`config.mk`:
```
export PLATFORM = sky130hd
export DESIGN_NAME = cla_multiword_seq
export DESIGN_NICKNAME = d
export VERILOG_FILES = /design/src/rtl/cla_multiword_seq_pkg.sv /design/src/rtl/cla_multiword_seq_slice.sv /design/src/rtl/cla_multiword_seq.sv
export SDC_FILE = /design/constraint.sdc
export NUM_CORES = 1
export LEC_CHECK = 0
export ABC_AREA = 1
export CORE_ASPECT_RATIO = 1.2
export CORE_UTILIZATION = 30
export CTS_BUF_LIST = sky130_fd_sc_hd__clkbuf_16
export CTS_CLUSTER_DIAMETER = 80
export DETAILED_ROUTE_END_ITERATION = 10
export GPL_TIMING_DRIVEN = 0
export HOLD_SLACK_MARGIN = 0.05
export PLACE_DENSITY = 0.59
export REMOVE_ABC_BUFFERS = 1
export SYNTH_ARGS = -nofsm -noshare
export SYNTH_HDL_FRONTEND = slang
export SYNTH_SLANG_ARGS = --single-unit
```
`constraint.sdc`:
```
create_clock -name clk -period 9.2 [get_ports clk]
set_input_delay 1.84 -clock clk [delete_from_list [all_inputs] [get_ports clk]]
set_output_delay 1.84 -clock clk [all_outputs]
set_load 0.01 [all_outputs]
```
`src/rtl/cla_multiword_seq_pkg.sv`:
```
// Shared types and default sizing for the multi-word sequential CLA adder.
package cla_seq_pkg;

  typedef enum logic [1:0] {
    IDLE = 2'd0,
    RUN  = 2'd1,
    DONE = 2'd2
  } state_e;

  localparam int DEF_W = 16;
  localparam int DEF_N = 4;

endpackage

```
`src/rtl/cla_multiword_seq_slice.sv`:
```
// Combinational W-bit adder built from 4-bit carry-lookahead groups with
// a second lookahead level across the group generate/propagate terms.
module cla_slice #(
  parameter int W = 16
) (
  input  logic [W-1:0] a,
  input  logic [W-1:0] b,
  input  logic         cin,
  output logic [W-1:0] s,
  output logic         cout
);

  localparam int NG = W / 4;

  logic [W-1:0]  g_s;
  logic [W-1:0]  p_s;
  logic [W-1:0]  c_s;
  logic [NG-1:0] gg_s;
  logic [NG-1:0] gp_s;
  logic [NG:0]   gc_s;

  assign g_s = a & b;
  assign p_s = a ^ b;

  // group generate/propagate, group carries, then per-bit carries inside each group
  always_comb begin
    logic cv;
    gg_s = {NG{1'b0}};
    gp_s = {NG{1'b0}};
    gc_s = {(NG+1){1'b0}};
    c_s  = {W{1'b0}};
    cv   = 1'b0;
    for (int k = 0; k < NG; k++) begin
      gp_s[k] = &p_s[4*k +: 4];
      gg_s[k] = g_s[4*k+3]
              | (p_s[4*k+3] & g_s[4*k+2])
              | (p_s[4*k+3] & p_s[4*k+2] & g_s[4*k+1])
              | (p_s[4*k+3] & p_s[4*k+2] & p_s[4*k+1] & g_s[4*k]);
    end
    gc_s[0] = cin;
    // each group carry is the flattened sum-of-products over all lower groups
    for (int k = 1; k <= NG; k++) begin
      cv = cin;
      for (int j = 0; j < k; j++) begin
        cv = gg_s[j] | (gp_s[j] & cv);
      end
      gc_s[k] = cv;
    end
    for (int k = 0; k < NG; k++) begin
      c_s[4*k]   = gc_s[k];
      c_s[4*k+1] = g_s[4*k] | (p_s[4*k] & gc_s[k]);
      c_s[4*k+2] = g_s[4*k+1] | (p_s[4*k+1] & g_s[4*k])
                 | (p_s[4*k+1] & p_s[4*k] & gc_s[k]);
      c_s[4*k+3] = g_s[4*k+2] | (p_s[4*k+2] & g_s[4*k+1])
                 | (p_s[4*k+2] & p_s[4*k+1] & g_s[4*k])
                 | (p_s[4*k+2] & p_s[4*k+1] & p_s[4*k] & gc_s[k]);
    end
  end

  assign s    = p_s ^ c_s;
  assign cout = gc_s[NG];

endmodule

```
`src/rtl/cla_multiword_seq.sv`:
```
// N*W-bit add/subtract performed one W-bit slice per cycle through a single
// shared CLA slice, with valid/ready handshakes on operand and result sides.
module cla_multiword_seq
  import cla_seq_pkg::*;
#(
  parameter int W = DEF_W,
  parameter int N = DEF_N
) (
  input  logic           clk,
  input  logic           rst,
  input  logic           in_valid,
  output logic           in_ready,
  input  logic [N*W-1:0] a,
  input  logic [N*W-1:0] b,
  input  logic           cin,
  input  logic           sub,
  output logic           out_valid,
  input  logic           out_ready,
  output logic [N*W-1:0] sum,
  output logic           cout,
  output logic           ovf,
  output logic           busy
);

  localparam int NW = N * W;
  localparam int IW = (N > 1) ? $clog2(N) : 1;
  localparam logic [IW-1:0] LAST = IW'(N - 1);

  state_e          state_r;
  logic [IW-1:0]   idx_r;
  logic            carry_r;
  logic [NW-1:0]   a_r;
  logic [NW-1:0]   b_r;
  logic [NW-1:0]   sum_r;
  logic            cout_r;
  logic            ovf_r;
  logic            out_valid_r;
  logic            in_ready_r;
  logic            busy_r;
  logic [W-1:0]    slice_a_s;
  logic [W-1:0]    slice_b_s;
  logic [W-1:0]    slice_sum_s;
  logic            slice_cout_s;

  assign slice_a_s = a_r[int'(idx_r)*W +: W];
  assign slice_b_s = b_r[int'(idx_r)*W +: W];

  cla_slice #(.W(W)) u_slice (
    .a    (slice_a_s),
    .b    (slice_b_s),
    .cin  (carry_r),
    .s    (slice_sum_s),
    .cout (slice_cout_s)
  );

  // control FSM, slice index, carry chain and result registers
  always_ff @(posedge clk or posedge rst) begin
    if (rst) begin
      state_r     <= IDLE;
      idx_r       <= {IW{1'b0}};
      carry_r     <= 1'b0;
      a_r         <= {NW{1'b0}};
      b_r         <= {NW{1'b0}};
      sum_r       <= {NW{1'b0}};
      cout_r      <= 1'b0;
      ovf_r       <= 1'b0;
      out_valid_r <= 1'b0;
      in_ready_r  <= 1'b1;
      busy_r      <= 1'b0;
    end else begin
      case (state_r)
        IDLE: begin
          if (in_valid) begin
            a_r        <= a;
            b_r        <= b ^ {NW{sub}};
            carry_r    <= sub ? 1'b1 : cin;
            idx_r      <= {IW{1'b0}};
            sum_r      <= {NW{1'b0}};
            in_ready_r <= 1'b0;
            busy_r     <= 1'b1;
            state_r    <= RUN;
          end
        end
        RUN: begin
          sum_r[int'(idx_r)*W +: W] <= slice_sum_s;
          carry_r                   <= slice_cout_s;
          if (idx_r == LAST) begin
            cout_r      <= slice_cout_s;
            // overflow: operands agree in sign but the top result bit does not
            ovf_r       <= (a_r[NW-1] == b_r[NW-1]) && (slice_sum_s[W-1] != a_r[NW-1]);
            out_valid_r <= 1'b1;
            state_r     <= DONE;
          end else begin
            idx_r <= idx_r + 1'b1;
          end
        end
        DONE: begin
          if (out_ready) begin
            out_valid_r <= 1'b0;
            in_ready_r  <= 1'b1;
            busy_r      <= 1'b0;
            state_r     <= IDLE;
          end
        end
        default: begin
          state_r     <= IDLE;
          out_valid_r <= 1'b0;
          in_ready_r  <= 1'b1;
          busy_r      <= 1'b0;
        end
      endcase
    end
  end

  assign in_ready  = in_ready_r;
  assign out_valid = out_valid_r;
  assign sum       = sum_r;
  assign cout      = cout_r;
  assign ovf       = ovf_r;
  assign busy      = busy_r;

endmodule

```
# Word-level counts from Yosys, hierarchy flattened
# Cells that the tools add are included.
# word_totals
out_inout_bits	69
reg_bits	202
elab_cells	167
input_bits	134
# classes
n_shift	4
reduce_logical	14
eq_ne	9
addsub	2
bitwise	106
muxes	21
# op_table
cell	n
64-bit case mux with 2 select lines	1
64-bit by 7-bit variable part select with 16-bit output	2
64-bit bitwise mux	1
64-bit 2-to-1 mux	1
16-bit by 33-bit variable shift with 64-bit output, first input constant	1
16-bit by 33-bit variable part select with 64-bit output	1
64-bit bitwise XOR	1
1-bit bitwise AND	60
1-bit bitwise OR	40
6-bit negator with 33-bit output	1
16-bit bitwise XOR	2
16-bit bitwise AND	1
4-bit AND reduction	4
3-bit AND reduction	4
2-bit 2-to-1 mux	5
1-bit case mux with 3 select lines	3
2-bit inequality test, second input constant	4
1-bit 2-to-1 mux	7
2-bit case mux with 3 select lines	1
2-bit AND reduction	3
2-bit == test, second input constant	2
2-bit case mux with 2 select lines	1
2-bit by 1-bit adder with 2-bit output, second input constant	1
2-bit by 1-bit == test with 1-bit output, second input constant	1
7 further kinds	8

# Depth between registers and ports, before layout
# Gate-level depths: netlist (run 1).
# depth
word_depth	17
mapped_depth	20
depth_no_buf	19

# Hierarchy
# A second synthesis (run 1) with hierarchy kept.
# hier_totals
hier_cells	1171
hier_area_um2	10043.4
# by_module_without_submodules
module	cells_per_inst	area_each_um2	instances	seq_area_each_um2
cla_multiword_seq	1068	9300.2	1	5056.1
cla_slice	103	743.2	1	0.0

# Worst setup path after synthesis (run 1)
# OpenSTA, ideal clock, no wires.
# synth_path
path_type	flip-flop to flip-flop
from	register idx_r[0]
to	register sum_r[45], in the netlist sum[45]
setup_time_ps	121
required_time_ps	9079
n_path_buf	2
stages_incl_launch_ff	17
synth_period_minus_slack_ps	2968
t_arrival_ps	2847
slack_ps	6232
cell_sequence	dfrtp_1 inv_1 buf_2 clkbuf_1 nor2_1 o22ai_1 ha_1 a21oi_1 nand2_1 a21oi_2 nand2_4 nand2_2 nand2_4 fa_1 xnor2_1 nor2_1 a22o_1
# synth_via
elab_chain_cells	17
elab_cells_between_ends	103
cone_classes	1 x add/sub; 4 x shift; 2 x mux; 93 x bitwise; 3 x reduce/logical
# synth_lines
element	line_no	rtl
from (decl)	cla_multiword_seq.sv:30	logic [IW-1:0] idx_r;
from (signal assigned)	cla_multiword_seq.sv:60	idx_r <= {IW{1'b0}};
from (signal assigned)	cla_multiword_seq.sv:77	idx_r <= {IW{1'b0}};
from (signal assigned)	cla_multiword_seq.sv:94	idx_r <= idx_r + 1'b1;
64-bit by 7-bit variable part select with 16-bit output, on equally long branches	cla_multiword_seq.sv:45, cla_multiword_seq.sv:46	
16-bit bitwise XOR or 16-bit bitwise AND (tied branches)	cla_multiword_seq_slice.sv:23, cla_multiword_seq_slice.sv:22	
1-bit bitwise AND, on equally long branches	cla_multiword_seq_slice.sv:36, cla_multiword_seq_slice.sv:37, cla_multiword_seq_slice.sv:38	
1-bit bitwise OR, or another cell as far along	cla_multiword_seq_slice.sv:36	| (p_s[4*k+3] & g_s[4*k+2])
1-bit bitwise OR or 1-bit bitwise AND (tied branches)	cla_multiword_seq_slice.sv:37, cla_multiword_seq_slice.sv:38	
1-bit bitwise OR	cla_multiword_seq_slice.sv:38	| (p_s[4*k+3] & p_s[4*k+2] & p_s[4*k+1] & g_s[4*k]);
1-bit bitwise OR	cla_multiword_seq_slice.sv:45	cv = gg_s[j] | (gp_s[j] & cv);
1-bit bitwise AND	cla_multiword_seq_slice.sv:45	
1-bit bitwise OR	cla_multiword_seq_slice.sv:45	
1-bit bitwise AND	cla_multiword_seq_slice.sv:45	
1-bit bitwise OR	cla_multiword_seq_slice.sv:45	
1-bit bitwise AND, on equally long branches	cla_multiword_seq_slice.sv:51, cla_multiword_seq_slice.sv:53, cla_multiword_seq_slice.sv:56	
1-bit bitwise OR, on equally long branches	cla_multiword_seq_slice.sv:51, cla_multiword_seq_slice.sv:53, cla_multiword_seq_slice.sv:56	
16-bit bitwise XOR	cla_multiword_seq_slice.sv:60	assign s = p_s ^ c_s;
16-bit by 33-bit variable part select with 64-bit output	cla_multiword_seq.sv:85	sum_r[int'(idx_r)*W +: W] <= slice_sum_s;
64-bit bitwise mux *	cla_multiword_seq.sv:85	
64-bit case mux with 2 select lines *	cla_multiword_seq.sv:71	case (state_r)
to (signal assigned)	cla_multiword_seq.sv:64	sum_r <= {NW{1'b0}};
to (signal assigned)	cla_multiword_seq.sv:78	sum_r <= {NW{1'b0}};
to (signal, indexed assignment)	cla_multiword_seq.sv:85	
to (decl)	cla_multiword_seq.sv:34	logic [NW-1:0] sum_r;
# Mark *: on every way between the ends. The rest lies on a longest branch, timed or not.
# A chain may end at the register's enable or synchronous reset.

# Worst setup path after layout (run 1)
# layout_path
from	register idx_r[1]
to	register sum_r[45], in the netlist sum[45]
# Same word-level chain as after synthesis.

==> results of run 1 <==
state kept, by name, indices dropped and copies added, names as in the netlist:
register   cells
ovf            1
cout           1
b_r           64
busy           1
a_r           64
idx_r          2
state_r        2
carry_r        1
out_valid      1
sum           64
in_ready       1
cells by family after synthesis:
kind of cell	share of synthesized area
buf+inv	0.0477
flops	0.516
fa+ha+maj	0.0337
simple gates	0.212
compound gates	0.128
xor+xnor	0.0633
layout make-up:
type	count	area share
flip-flops and latches	202	0.393
clock buffers	21	0.0408
multi-input cells	831	0.333
repair buffers	209	0.171
inverters	37	0.0115
clock inverters	14	0.0106
well taps	407	0.0396
layer usage:
| metal | GRT usage | vias to the layer above |
|---|---|---|
| li1 | - | 4022 |
| met1 | 0.218 | 3878 |
| met2 | 0.281 | 172 |
| met3 | 0.0191 | 35 |
| met4 | 0.0456 | 0 |
| met5 | 0 | - |
Yosys cell counts, drive strengths merged, types with 4 or more instances:
master	count	area share
inv	35	0.013
o22ai	30	0.019
xnor2	68	0.061
a21oi	9	0.0057
buf	40	0.023
nand3	27	0.015
a22o	12	0.011
dfrtp	201	0.51
clkbuf	27	0.010
nand2	391	0.15
fa	4	0.0082
nand4	7	0.0045
o21ai	165	0.084
ha	20	0.026
nor2	82	0.034
layout by cell type, fill, tap and decap left out, drive strengths merged:
master and instances:
a31oi 1, ha 20, bufinv 3, nor3 2, dfrtp 201, xnor2 68, or2 2, o22ai 30
clkbuf 21, inv 41, a21o 1, dfstp 1, nand4 7, a32o 3, xor2 2, clkdlybuf4s50 201
o31ai 1, nand3 27, a21oi 9, nand2 391, o21bai 1, nor2 82, buf 8, a22o 12
a32oi 2, o21ai 165, nand3b 1, clkinv 7, fa 4
stage by stage:
stage	hold slack, ns	setup TNS, ns
2_1_floorplan	0.444	0
3_3_place_gp	0.458	-318.43
3_5_place_dp	0.460	0
4_1_cts	0.476	0
5_1_grt	0.498	0
6_report	0.472	0
power groups by stage:
stage | registers [mW] | clock network (mW) | logic [mW]
2_1_floorplan | 1.48 | 0 | 1.59
3_3_place_gp | 1.53 | 0 | 2.43
3_5_place_dp | 1.49 | 0 | 2.51
4_1_cts | 1.48 | 0.869 | 2.52
5_1_grt | 1.53 | 0.901 | 2.82
6_report | 1.48 | 0.844 | 2.47
worst reg2reg max path: cells and delay by family (launching register included):
kind	cells	cell delay, ns
AOI/OAI and AO/OA	2	0.79
xor gates and xnor gates	1	0.28
adders and majority gates	2	0.67
buffers and inverters	1	0.86
DFF	1	0.93
and+or+nand+nor	9	0.73
path summary, 6_finish.rpt:
kind | to | slack, ns
min in group asynchronous | a_r[16] | 1.84
max reg2reg | sum[45] | 4.83
max in group asynchronous | a_r[10] | 6.37
min | a_r[20] | 0.47
min reg2reg | a_r[20] | 0.47
max | sum[45] | 4.83
==> results.ini, run 1 <==
[place]
dp_hpwl_mm = 18.6
gp_congestion = 0.776
portBuffers = 202
dp_cells = 1686
placed_area_um2 = 12200
post-place-ws_ns = 4.68

[logic_synthesis]
avgSynthCellArea_um2 = 8.62
synth-seq-cells = 202
yosys_most_used_dff = dfrtp_1
synth_cells = 1137
synthDistinctLibCells = 40
synth_edf_count = 0
netlist_area_um2 = 9800
yosysWarnings = 0
async_reset_ff_frac = 1.00
synth-seq-area-share = 0.516

[job]
cap_violations = 0

[min_path]
hp-class = reg2reg
hold_start = a_r[20]
min_delay_path_depth = 2

[finish]
drive_above_1_share = 0.0586
fin_cells = 1721
diodes = 0
seq_area_um2 = 5060
final_util = 0.400
areaGrowthSynthToFinish_pct = 31.3
multiInputGateArea_um2 = 4290
final_nets = 1460
final_area_um2 = 12900
n_fill_cell = 3248

[clock_tree]
htreeDepth = 1
cts_resized = 0
postCtsSetupBuffers = 0
clkLatencyLatePin_ns = 0.50
cts_tree = built
clk_path_buf_depth = 3
cts_sinks = 202
cts_buffers = 21
clk_pin_slew_ns = 0.06
hold_buffers = 0
clock_tree.root_cell = clkbuf_16

[global_route]
grt_pass1_vias = 7947
grt_antenna_before_repair = 0
grt_max_degree = 106
gr-total-overflow = 0
grtUsageTotal = 0.164
grt_pass1_wl_mm = 43.4

[timing]
setup_viol_count_final = 0
final.min_clock_period_ns = 4.37
worst_pin_slew_ns = 1.02
fin_ws_ns = 4.83
drv_slew = 0
hold_violations = 0
finClkSkew_ns = 0.00644
slew_headroom = 0.316
rsz0062_at_grt = false
fmax_ghz = 0.229
period_share = 0.475

[pwr]
ir_worst_vdd_v = 0.000168
power_frac_clock = 0.176
switching_share = 0.441
power_leakage_nw = 5.88
combPwrFrac = 0.515
power_density_nw_per_um2 = 372
power_switching_mw = 2.11
p_seq_frac = 0.309
power_mw = 4.79
cell_internal_pwr_mw = 2.68

[floorplanning]
die_area_um2 = 33400
initial_utilization = 0.305
core_um2 = 32200
num_rows = 72
die_w_um = 167
pin_count = 203
die_h_um = 200

[critical_path]
setup.worst_path.class = reg2reg
reg2reg_from = idx_r[1]
path_max_fanout = 37
crit_path_start_kind = register
cp-end-kind = register
cp_cell_sequence = clkinv_2 -> a32oi_1 -> ha_1 -> nand2_1 -> nand2_2 -> nand3_2 -> nand2_2 -> nand2_2 -> nand2_4 -> nand2_2 -> nand2_4 -> fa_1 -> xnor2_1 -> nor2_1 -> a22o_1
crit_path_top_delay_cell = dfrtp_2
cpLargestDelayFamily = flip-flops
worst-path-buf-inv = 1
crit_top_cell = nand2_2
worstSetupStartpoint = idx_r[1]
critPathMaxStageDelay_ns = 0.93
critPathRequiredTime_ns = 9.59
r2r_cells = 15
arrival_ns = 4.76
path_depth = 15

[route]
dr.pass1.iters = 8
avgRoutedWirePerCell_um = 15.7
m1WireLength_mm = 12.2
routed.top_layer = met4
first_iter_violations = 419
ant_nets = 0
drt-total-wl_mm = 27.0
post_drt_via_cell_ratio = 4.71
wl_met2_mm = 13.1
dr_total_vias = 8107
drcViolationCount = 0
wl_met3_mm = 1.05

[outcome]
status = finished clean

Power figures use the tool's default switching activity.
==> inputs of run 2 (changes only) <==
--- a/config.mk
+++ b/config.mk
@@ -13,7 +13,7 @@
 export DETAILED_ROUTE_END_ITERATION = 10
 export GPL_TIMING_DRIVEN = 0
 export HOLD_SLACK_MARGIN = 0.05
-export PLACE_DENSITY = 0.59
+export PLACE_DENSITY = 0.6
 export REMOVE_ABC_BUFFERS = 1
 export SYNTH_ARGS = -nofsm -noshare
 export SYNTH_HDL_FRONTEND = slang
==> constraint.sdc (replaced) <==
create_clock -name clk -period 3.75 [get_ports clk]
set_input_delay 0.75 -clock clk [delete_from_list [all_inputs] [get_ports clk]]
set_output_delay 0.75 -clock clk [all_outputs]
set_load 0.01 [all_outputs]
==> run 2 against run 1 <==
Against the previous run: total power grew to 2.5 times the previous value; sequential cell count stayed put; largest cell class unchanged; clock-buffer cell count grew 2; combinational power rose to 2.6 times the previous value; utilization grew 0.45 points; maximum frequency grew 26%; routed wire length rose by 0.90%; cell count rose by 0.52%; setup slack lost 4.5 ns; sequential power increased by 140%.
==> results.ini, run 2 (same netlist as run 1, synthesis figures left out) <==
[critical_path]
cp-end-kind = register
crit_end = sum[29]
reg2reg_from = idx_r[0]
r2r-end = sum[29]
setup.worst_path.class = reg2reg
arrival_ns = 3.87  ; -0.89 ns
r2r_cells = 17  ; +2
path_max_fanout = 45  ; +22%
worstSetupStartpoint = idx_r[0]
r2r_slack_ns = 0.29  ; -4.54 ns
critPathRequiredTime_ns = 4.17  ; -5.42 ns
crit_path_start_kind = register

[timing]
fin_ws_ns = 0.295  ; -4.54 ns
hold_violations = 0  ; unchanged
worst_pin_slew_ns = 1.03  ; +0.0111 ns
rsz0062_at_grt = false
fmax_ghz = 0.289  ; +26%
slew_headroom = 0.308  ; -0.00747
final.min_clock_period_ns = 3.46  ; -0.914 ns
finClkSkew_ns = 0.0192  ; +0.0128 ns
period_share = 0.921  ; +0.447
fin_hold_ws_ns = 0.471  ; -0.000752 ns
drv_slew = 0  ; unchanged
setup_viol_count_final = 0  ; unchanged

[finish]
drive_above_1_share = 0.0658  ; +0.00716
seq_area_um2 = 5060  ; about the same
final_cell_mix = nand2_1 (377), clkdlybuf4s50_1 (201), dfrtp_1 (199)
multiInputGateArea_um2 = 4300  ; +0.38%
areaGrowthSynthToFinish_pct = 32.8
final_nets = 1467  ; +0.48%
final_common_cell = nand2_1
n_fill_cell = 3195  ; -1.6%
diodes = 0  ; unchanged

[clock_tree]
htreeDepth = 1  ; unchanged
clk_pin_slew_ns = 0.06  ; about the same
clock_tree.root_cell = clkbuf_16
cts_sinks = 202  ; unchanged
clkLatencyLatePin_ns = 0.51  ; about the same
hold_buffers = 0  ; unchanged
clk_path_buf_depth = 3  ; unchanged
cts_buffers = 23  ; +9.5%
cts_tree = built

[pwr]
power_mw = 12.0  ; +150%
ir_worst_vdd_v = 0.000468  ; +180%
power_leakage_nw = 5.95  ; +1.1%
power_density_nw_per_um2 = 923  ; +150%

[job]
cap_violations = 0  ; unchanged

[floorplanning]
die_area_um2 = 33400  ; unchanged
die_h_um = 200  ; unchanged
core_um2 = 32200  ; unchanged
pin_count = 203  ; unchanged
initial_utilization = 0.305  ; unchanged
die_w_um = 167  ; unchanged
num_rows = 72  ; unchanged

[global_route]
gr-total-overflow = 0  ; unchanged
grt_antenna_before_repair = 0  ; unchanged
grtUsageTotal = 0.165  ; +0.00151
grt_max_degree = 118  ; +11%
grt_pass1_wl_mm = 43.5  ; +0.25%
grt_pass1_vias = 8089  ; +1.8%

[route]
dr_total_vias = 8195  ; +1.1%
avgRoutedWirePerCell_um = 15.7  ; +0.38%
ant_nets = 0  ; unchanged
drcViolationCount = 0  ; unchanged
dr.pass1.iters = 6  ; -2
drt-total-wl_mm = 27.2  ; +0.90%
first_iter_violations = 525  ; +25%
post_drt_via_cell_ratio = 4.74  ; +0.56%

[outcome]
status = finished clean

[place]
post-place-ws_ns = -1.17  ; -5.85 ns
portBuffers = 202  ; unchanged
gp_congestion = 0.768  ; -0.92%
dp_hpwl_mm = 18.6  ; -0.26%

[min_path]
hp-class = reg2reg

[run 2: final cells by class]
| type | count | share of cell area |
|---|---|---|
| Sequential cell | 202 | 0.389 |
| Multi-Input combinational cell | 831 | 0.331 |
| Timing Repair Buffer | 214 | 0.175 |
| Clock buffer | 23 | 0.0442 |
| Tap cell | 407 | 0.0391 |
| Inverter | 37 | 0.0128 |
| Clock inverter | 16 | 0.00942 |
[run 2: report_power, final]
| group | switching [mW] | total [mW] | internal [mW] |
|---|---|---|---|
| clock | 0.895 | 2.14 | 1.24 |
| combinational | 3.91 | 6.30 | 2.39 |
| sequential | 0.494 | 3.57 | 3.07 |
| total | 5.30 | 12.0 | 6.71 |
[run 2: metrics by stage]
step	cells	util	TNS [ns]	instance area, um^2
after floorplan	1070	-	-710.52	9470
after global placement	1679	0.373	-1903.08	12000
after detailed placement	1687	0.380	-42.17	12200
after CTS	1728	0.404	0	13000
after global routing	1730	0.405	0	13000
final	1730	0.405	0	13000
[run 2: timing repair]
item	in CTS	in global routing
pin swaps	1	0
gates resized for setup	8	6
setup endpoints to repair	67	10
buffers inserted	2	2
[run 2: worst min-delay path by stage]
stage               startpoint      end  slack [ns]  cells after the start
floorplan              a_r[17]  a_r[17]        0.44                      2
global placement       a_r[22]  a_r[22]        0.46                      2
detailed placement     a_r[33]  a_r[33]        0.46                      2
CTS                    a_r[37]  a_r[37]        0.48                      2
global route           a_r[24]  a_r[24]        0.50                      2
finish                 a_r[37]  a_r[37]        0.47                      2
[run 2: routing by layer]
layer  GRT usage  vias up  wire [um]
li1            -     4041          -
met5           0        -          0
met1       0.216     3906      12300
met2       0.285      197      13000
met4      0.0549        0        742
met3      0.0189       51       1120
[run 2: worst max-delay path, cell delays in order (launching register included)]
cell,delay [ns]
dfrtp_4,0.49
buf_12,0.19
inv_12,0.18
buf_16,0.22
o21ai_0,0.10
o22ai_1,0.19
ha_1,0.33
a21oi_1,0.17
nand2_1,0.08
a21oi_2,0.16
nand2_4,0.09
nand2_2,0.08
nand2_4,0.07
fa_1,0.41
xnor2_2,0.18
nor2_2,0.12
nand2_1,0.09
o21ai_0,0.14
